## src/rtl/branch_metric_pipe.sv

```systemverilog
// ----------------------------------------------------------------------------
// branch_metric_pipe
//
// Computes the branch metrics for one radix-2 or radix-4 trellis step per
// cycle from received soft-decision bits. There are two register stages
// with valid/ready flow control, a global enable and a per-frame symbol
// counter.
//
// Parameters
//   SOFT_W  soft bits per received code bit (1..4, 1 = hard decision)
//   RADIX   2 or 4 (S = 1 or 2 trellis steps per cycle)
//   CNT_W   width of the output symbol counter
//
// Ports
//   clk         rising-edge clock
//   rst         synchronous active-high reset
//   en_branch   global enable; 0 freezes every stage and the counter
//   i_valid     input word valid
//   o_ready_in  block can accept an input word
//   i_Rx        2*S soft values, oldest in the MSBs
//   i_erase     per-bit erasure flags, same order as i_Rx
//   i_last      final word of a frame
//   HD          NM metrics, metric j at HD[j*MW +: MW]
//   o_valid     HD valid
//   i_ready     downstream accepts HD
//   o_last      i_last aligned with HD
//   o_sym_cnt   output words transferred in the current frame
// ----------------------------------------------------------------------------
module branch_metric_pipe #(
    parameter  int SOFT_W = 3,
    parameter  int RADIX  = 4,
    parameter  int CNT_W  = 16,
    localparam int S      = (RADIX == 4) ? 2 : 1,
    localparam int NM     = 4 ** S,
    localparam int MW     = SOFT_W + S
) (
    input  logic                    clk,
    input  logic                    rst,
    input  logic                    en_branch,
    input  logic                    i_valid,
    output logic                    o_ready_in,
    input  logic [2*S*SOFT_W-1:0]   i_Rx,
    input  logic [2*S-1:0]          i_erase,
    input  logic                    i_last,
    output logic [NM*MW-1:0]        HD,
    output logic                    o_valid,
    input  logic                    i_ready,
    output logic                    o_last,
    output logic [CNT_W-1:0]        o_sym_cnt
);

    localparam int                NB = 2 * S;
    localparam logic [SOFT_W-1:0] MX = '1;

    // Stage 1: per-bit distances for both hypotheses of every received bit.
    logic                         r_v1;
    logic                         r_last1;
    logic [NB-1:0][SOFT_W-1:0]    r_d0;
    logic [NB-1:0][SOFT_W-1:0]    r_d1;

    // Stage 2: summed metrics.
    logic                         r_v2;
    logic                         r_last2;
    logic [NM*MW-1:0]             r_hd;
    logic [CNT_W-1:0]             r_cnt;

    logic                         w_s2_ld;
    logic                         w_s1_ld;
    logic                         w_in_xfer;
    logic                         w_out_xfer;
    logic [NB-1:0][SOFT_W-1:0]    w_d0;
    logic [NB-1:0][SOFT_W-1:0]    w_d1;
    logic [NM*MW-1:0]             w_hd;
    logic [MW-1:0]                w_acc;

    // A stage may load when it is empty or its contents move on this edge.
    // Every load is qualified by the enable, so en_branch=0 freezes the pipe.
    assign w_s2_ld    = en_branch & (~r_v2 | i_ready);
    assign w_s1_ld    = en_branch & (~r_v1 | w_s2_ld);
    assign o_ready_in = w_s1_ld & ~rst;
    assign w_in_xfer  = i_valid & o_ready_in;
    assign w_out_xfer = en_branch & r_v2 & i_ready;

    // Distance to expected 0 is r and distance to expected 1 is Mx-r. An
    // erased bit contributes nothing to either hypothesis.
    always_comb begin
        // NOTE: every combinational output gets a default before any branch,
        // so no path leaves it unassigned and no latch is inferred.
        w_d0 = '0;
        w_d1 = '0;
        for (int p = 0; p < NB; p++) begin
            if (!i_erase[p]) begin
                w_d0[p] = i_Rx[p*SOFT_W +: SOFT_W];
                w_d1[p] = MX - i_Rx[p*SOFT_W +: SOFT_W];
            end
        end
    end

    // Bit p of metric index j selects the hypothesis for received bit p.
    // This keeps the index MSB-first and aligned with the i_Rx ordering.
    // The sum of 2*S values, each at most Mx, always fits in MW bits.
    always_comb begin
        w_hd  = '0;
        w_acc = '0;
        for (int j = 0; j < NM; j++) begin
            w_acc = '0;
            for (int p = 0; p < NB; p++) begin
                if (((j >> p) & 1) != 0)
                    w_acc = w_acc + MW'(r_d1[p]);
                else
                    w_acc = w_acc + MW'(r_d0[p]);
            end
            w_hd[j*MW +: MW] = w_acc;
        end
    end

    // Control state, outputs and counter.
    always_ff @(posedge clk) begin
        // NOTE: sequential state uses non-blocking assignments only, so
        // every register samples the values from before the edge.
        if (rst) begin
            r_v1    <= 1'b0;
            r_last1 <= 1'b0;
            r_v2    <= 1'b0;
            r_last2 <= 1'b0;
            r_hd    <= '0;
            r_cnt   <= '0;
        end else begin
            if (w_s1_ld) begin
                r_v1    <= w_in_xfer;
                r_last1 <= w_in_xfer & i_last;
            end
            if (w_s2_ld) begin
                r_v2    <= r_v1;
                r_last2 <= r_v1 & r_last1;
                // An empty stage 2 drives zero metrics.
                r_hd    <= r_v1 ? w_hd : '0;
            end
            if (w_out_xfer)
                r_cnt <= r_last2 ? '0 : r_cnt + CNT_W'(1);
        end
    end

    // NOTE: the stage-1 distance registers are datapath only. The valid flag
    // guards them, so they have no reset and they load only with a word.
    always_ff @(posedge clk) begin
        if (w_s1_ld && w_in_xfer) begin
            r_d0 <= w_d0;
            r_d1 <= w_d1;
        end
    end

    assign HD        = r_hd;
    assign o_valid   = r_v2;
    assign o_last    = r_last2;
    assign o_sym_cnt = r_cnt;

endmodule

```

## config.mk

```make
export PLATFORM = sky130hd
export DESIGN_NAME = branch_metric_pipe
export DESIGN_NICKNAME = d
export VERILOG_FILES = /design/src/rtl/branch_metric_pipe.sv
export SDC_FILE = /design/constraint.sdc
export NUM_CORES = 1
export LEC_CHECK = 0
export CAP_MARGIN = 20
export CORE_AREA = 2 2 129 131
export CTS_CLUSTER_SIZE = 8
export DETAILED_ROUTE_END_ITERATION = 16
export DIE_AREA = 0 0 131 133
export PLACE_DENSITY = 0.84
export SETUP_SLACK_MARGIN = 0.2
export SLEW_MARGIN = 20
export SYNTH_ARGS = -nofsm -noshare
export SYNTH_HDL_FRONTEND = slang
export SYNTH_SLANG_ARGS = --single-unit
```

## constraint.sdc

```tcl
create_clock -name clk -period 5.35 [get_ports clk]
set_clock_uncertainty 0.15 [all_clocks]
set_input_delay 1.07 -clock clk [delete_from_list [all_inputs] [get_ports clk]]
set_output_delay 1.07 -clock clk [all_outputs]
set_load 0.05 [all_outputs]
```

==> results of run 1 <==
## report_power, final
| part | switching [mW] | internal, mW |
|---|---|---|
| Sequential | 0.0341 | 0.992 |
| Combinational | 0.693 | 0.533 |
| Clock | 0.427 | 0.679 |
| Total | 1.15 | 2.20 |
## synthesized netlist by cell type (3+ instances only)
cell type,number
a32oi_1,10
a2bb2oi_1,5
o211ai_1,3
a221oi_1,3
or3_1,15
nor4_1,3
a2111oi_0,3
xnor3_1,16
xor2_1,12
or2_2,3
a22o_1,16
a2111o_1,6
o311ai_0,4
o31ai_1,11
xnor2_1,27
dfxtp_1,100
and2_1,4
edfxtp_1,24
nor3_1,5
a21o_1,32
nand4_1,7
and3_1,3
clkbuf_1,26
nand3b_1,3
mux2i_1,5
a211oi_1,8
buf_2,5
nand2b_1,8
nand2_1,71
a21oi_1,95
ha_1,85
nand3_1,39
inv_1,56
nor2b_1,24
a21oi_2,3
nor2_1,29
fa_1,28
## layout by cell type (no fill, tap or decap), drive strengths merged, types with 9 or more instances in the layout
cell / instances
clkdlybuf4s50: 119
dfxtp: 100
a21oi: 98
ha: 85
nand2: 72
inv: 56
nand3: 39
a21o: 32
nor2: 29
fa: 28
xnor2: 27
nor2b: 24
edfxtp: 24
clkbuf: 20
xnor3: 16
a22o: 16
or3: 16
xor2: 12
o31ai: 11
a32oi: 10
nand4: 9
## worst max-delay path by stage
stage | from | endpoint | cells past startpoint
5_1_grt | i_ready | o_ready_in | 5
6_report | i_ready | o_ready_in | 5
2_1_floorplan | rst | o_ready_in | 3
4_1_cts | i_ready | o_ready_in | 5
3_3_place_gp | i_ready | o_ready_in | 5
3_5_place_dp | i_ready | o_ready_in | 5
## cells by family (layout without fill, tap and decap cells)
logic type                 Yosys count  count (layout)  share of synthesized area
AOI/OAI and AO/OA                  202             202                     0.1718
buffers and inverters               89             213                    0.04294
xor gates and xnor gates            55              55                    0.08857
adders and majority gates          113             113                     0.2049
and+or+nand+nor                    221             221                     0.1419
DFF                                124             124                     0.3435
muxes                                5               5                   0.006315
## cell type report
type	instances	area, µm²	area share
clock buffers	20	436.7	0.04423
clock inverters	12	123.9	0.01255
inverters	56	210.2	0.02129
multi-input cells	596	4870	0.4933
flip-flops and latches	124	2723	0.2758
well taps	220	275.3	0.02788
repair buffers	125	1234	0.1250
## worst reg2reg max path: cells and delay by family (launching register included)
family / cells / cell delay (ps)
adders and majority gates: 4 / 1590
and+or+nand+nor: 2 / 480
AOI/OAI and AO/OA: 2 / 520
DFF: 1 / 420
xor gates and xnor gates: 1 / 240
buffers and inverters: 1 / 100
## routing by layer
layer / up-vias / wire, µm
li1: 3135 / -
met1: 3074 / 9395
met2: 235 / 8757
met3: 47 / 1216
met4: 0 / 585
met5: - / 0
## flip-flops by register name, summed over array words and instances, names as in the netlist
register,count
HD,80
o_sym_cnt,16
r_d0,12
r_d1,12
o_last,1
o_valid,1
r_last1,1
r_v1,1
==> reports/summary.txt, run 1 <==
Max-cap check violation count: 0
Met1 GRT Util: 0.3321
Top fanout value on the critical path: 6
Number of warnings issued by yosys: 0
CTS tree: built
Max_slew headroom: 0.2993
Least-Margin Pin Slew: 1047 ps
Setup ws final: 1269 ps
Die area: 17420 µm²
IO Port Bufs: 120
Seq cells post-synth: 124
CP Cell Sequence: clkdlybuf4s50_1 -> nand3b_1 -> nand2_1 -> nor2_1 -> clkdlybuf4s50_1
Worst R2R Path Depth: 10
DRT Pass-1 Iters: 6
Largest net degree at the start of global routing: 66
Register area share after synthesis: 0.3435
Crit share post-route: 0.7628
Gate Count Post-Synth: 809
Buf+Inv Stages, Crit Path: 2
H-tree depth: 4
Gr usage total: 0.2333
DR vias/cell: 5.630
Pins Over Slew Limit: 0
Post-synth cell types: 46
Worst Hold End: HD[42]
CTS Sinks: 124
WP data required: 4130 ps
Vias in the first global route: 6228
TritonCTS Buffers: 17
Chip width: 131 µm
Ys flop type: dfxtp_1
Number of setup buffers added after CTS: 0
Antenna viol nets, final: 0
Finish-stage setup viols: 0
CP dominant cell by count: clkdlybuf4s50_1
Peak VDD IR: 267.1 µV
Hold Crit Class: register to register
Post-DP Area: 9310 µm²
Pwr dens: 340.1 nW/µm²
Startpoint types: input pin
CTS max path bufs: 2
Height of the chip: 133 µm
Placer Congestion: 0.8965
Busiest grt layer: met2
Drt total wl: 19950 µm
First-pass GRT wire length: 31640 µm
FMAX: 245.0 MHz
Total Neg Setup Slack: 0 ps
Worst-path clk slew: 50 ps
Syn_nets: 944
# fillers: 1311
Critical path arrival: 2860 ps
Clock Tree Root: clkbuf_16
Initial antenna violation count: 0
Initial DRC count: 629
Yosys top cell area share: 0.2526
Via count: 6491
Final Util: 0.6104
Layout area overhead: 24.57%
Unrepaired setup endpoints after global routing: false
Final net count: 1055
Synth area leader: dfxtp_1
Critical path class: input pin to output pin
Met2 Use GR: 0.3420
Total power: 3.358 mW
Placeable Area: 16170 µm²
Cts hold-fix bufs: 0
DRC Markers: 0
Final hold vios: 0
Setup crit end kind: output pin
Dpl hpwl: 14910 µm
Min-delay src: HD[42]
Reg-to-reg critical path startpoint: r_d0[0]
Placed cell count: 1121
Antenna cells: 0
FF-to-FF End: HD[34]
Starting Density: 0.4901
Post-Syn Area: 7925 µm²
Async S/R FF share, synth: 0
Dpl ws: 1270 ps
Min Tclk post-route: 4081 ps
Reg2reg setup slack: 1780 ps
Crit path max-delay family: buffers and inverters
Static Leakage: 3.925 nW
# rows: 47
Layout cells sized above 1: 0.05038
Fin cells: 1153
Worst hold stages: 2
Syn Area/Cell: 9.796 µm²
Gr ovfl total: 0
WL/cell: 17.31 µm
Final Cell Area: 9872 µm²
Status: complete, no violations
Clk_lat worst skew: 420 ps
CP max stage delay: 810 ps
Post-CTS resize count: 0
CP max-delay cell: clkdlybuf4s50_1
GR Layer Usage met3: 0.05580
Number of synthesized flops with an enable pin: 24
Num ports: 121
Synth area leaders: dfxtp_1 (25%), ha_1 (13%), edfxtp_1 (9.1%)
Worst hold margin: 299.6 ps
Power figures use the tool's default switching activity.
==> run 2: changes to the inputs <==
==> constraint.sdc (replaced) <==
create_clock -name clk -period 4.3 [get_ports clk]
set_clock_uncertainty 0.15 [all_clocks]
set_input_delay 0.86 -clock clk [delete_from_list [all_inputs] [get_ports clk]]
set_output_delay 0.86 -clock clk [all_outputs]
set_load 0.05 [all_outputs]
==> reports/summary.txt, run 2 (synthesized netlist as in run 1, its figures left out) <==
Hold Crit Class: register to register
DRT Pass-1 Iters: 6
Initial DRC count: 552
Most frequent cells in the layout: clkdlybuf4s50_1 (119), dfxtp_1 (100), a21oi_1 (94)
Multi-input combinational cell area: 4868 µm²
Pwr dens: 415.5 nW/µm²
Static Leakage: 3.958 nW
DRC Markers: 0
Antenna cells: 0
WP data required: 3290 ps
Unrepaired setup endpoints after global routing: false
WL/cell: 17.52 µm
Largest net degree at the start of global routing: 56
Max-cap check violation count: 0
Placed cell count: 1126
Finish-stage setup viols: 0
Reg-to-reg critical path startpoint: r_d1[0]
Final net count: 1060
Startpoint types: input pin
Worst hold stages: 2
Drt total wl: 20290 µm
Initial antenna violation count: 0
Post-DP Area: 9348 µm²
Critical path arrival: 2660 ps
FF-to-FF End: HD[29]
First-pass GRT wire length: 32010 µm
Total power: 4.103 mW
Worst R2R Path Depth: 10
Final Cell Area: 9876 µm²
Chip width: 131 µm
Largest register FFs: 80
Final hold vios: 0
Clock Tree Root: clkbuf_16
Dpl hpwl: 15070 µm
Critical path class: input pin to output pin
Peak VDD IR: 318.9 µV
CTS max path bufs: 2
Worst-path clk slew: 50 ps
Total Neg Setup Slack: 0 ps
Post-CTS resize count: 0
Placer Congestion: 0.8996
Top fanout value on the critical path: 6
Cts hold-fix bufs: 0
Pins Over Slew Limit: 0
TritonCTS Buffers: 17
Die area: 17420 µm²
Status: complete, no violations
Clk_lat worst skew: 440 ps
Vias in the first global route: 6143
Least-Margin Pin Slew: 952.8 ps
# fillers: 1344
Layout area overhead: 24.61%
Commonest non-fill, non-tap cell in the layout: clkdlybuf4s50_1
CTS Sinks: 124
Reg area: 2723 µm²
Max_slew headroom: 0.3648
Worst Hold End: HD[66]
Number of setup buffers added after CTS: 0
Gr usage total: 0.2385
Fin cells: 1158
Via count: 6421
Dpl ws: 642.7 ps
Antenna viol nets, final: 0
IO Port Bufs: 120
Crit share post-route: 0.8541
Min-delay src: HD[66]
# rows: 47
Min Tclk post-route: 3673 ps
FMAX: 272.3 MHz
Height of the chip: 133 µm
DR vias/cell: 5.545
Setup crit end kind: output pin
Layout cells sized above 1: 0.05650
Starting Density: 0.4901
Placeable Area: 16170 µm²
CTS tree: built
Reg2reg setup slack: 730 ps
Setup ws final: 627.2 ps
Num ports: 121
H-tree depth: 4
Gr ovfl total: 0
[run 2: changes by cell type in the layout (fill, tap and decap cells not counted), sizes merged]
cell	before	now
inv	56	59
clkinv	4	6
clkinvlp	6	2
clkbuf	20	21
buf	6	11
bufinv	2	0
[run 2: per-stage QoR]
step	hold WS, ps	util
after floorplan	282.5	-
after global placement	288.2	0.5780
after detailed placement	295.4	0.5780
after CTS	301.7	0.6107
after global routing	320.5	0.6107
final	301.7	0.6107
[run 2: worst max-delay path: stages]
cell,delay [ps]
clkdlybuf4s50_1,610
nand3b_1,190
nand2_1,80
nor2_1,110
clkdlybuf4s50_1,810
[run 2: worst max-delay path by stage]
| stage | to | startpoint | slack, ps |
|---|---|---|---|
| 2_1_floorplan | HD[24] | r_d0[0] | 1060 |
| 3_3_place_gp | o_ready_in | i_ready | 660 |
| 3_5_place_dp | o_ready_in | i_ready | 640 |
| 4_1_cts | o_ready_in | i_ready | 630 |
| 5_1_grt | o_ready_in | i_ready | 550 |
| 6_report | o_ready_in | i_ready | 630 |
[run 2: cell type report]
class | instances | area share
Timing Repair Buffer | 130 | 0.1287
Tap cell | 220 | 0.02787
Clock buffer | 21 | 0.04662
Sequential cell | 124 | 0.2757
Multi-Input combinational cell | 596 | 0.4930
Clock inverter | 11 | 0.006842
Inverter | 56 | 0.02128
[run 2: per-layer routing]
metal / vias to the layer above / track usage / part of all wire
li1: 3149 / - / -
met1: 2989 / 0.3386 / 0.47
met2: 243 / 0.3541 / 0.44
met3: 40 / 0.05014 / 0.065
met4: 0 / 0.09515 / 0.021
met5: - / 0 / 0
[run 2: where the power goes]
| part | internal, mW | switching [mW] | total (mW) |
|---|---|---|---|
| registers | 1.23 | 0.0437 | 1.28 |
| clock network | 0.760 | 0.552 | 1.31 |
| logic | 0.663 | 0.851 | 1.51 |
| total | 2.66 | 1.45 | 4.10 |
==> run 3: changes to the inputs <==
--- a/config.mk
+++ b/config.mk
@@ -16,3 +16,4 @@
 export SYNTH_ARGS = -nofsm -noshare
 export SYNTH_HDL_FRONTEND = slang
 export SYNTH_SLANG_ARGS = --single-unit
+export TNS_END_PERCENT = 20
==> results of run 3 <==
Final layout, timing and power as in run 2 (identical DEF).
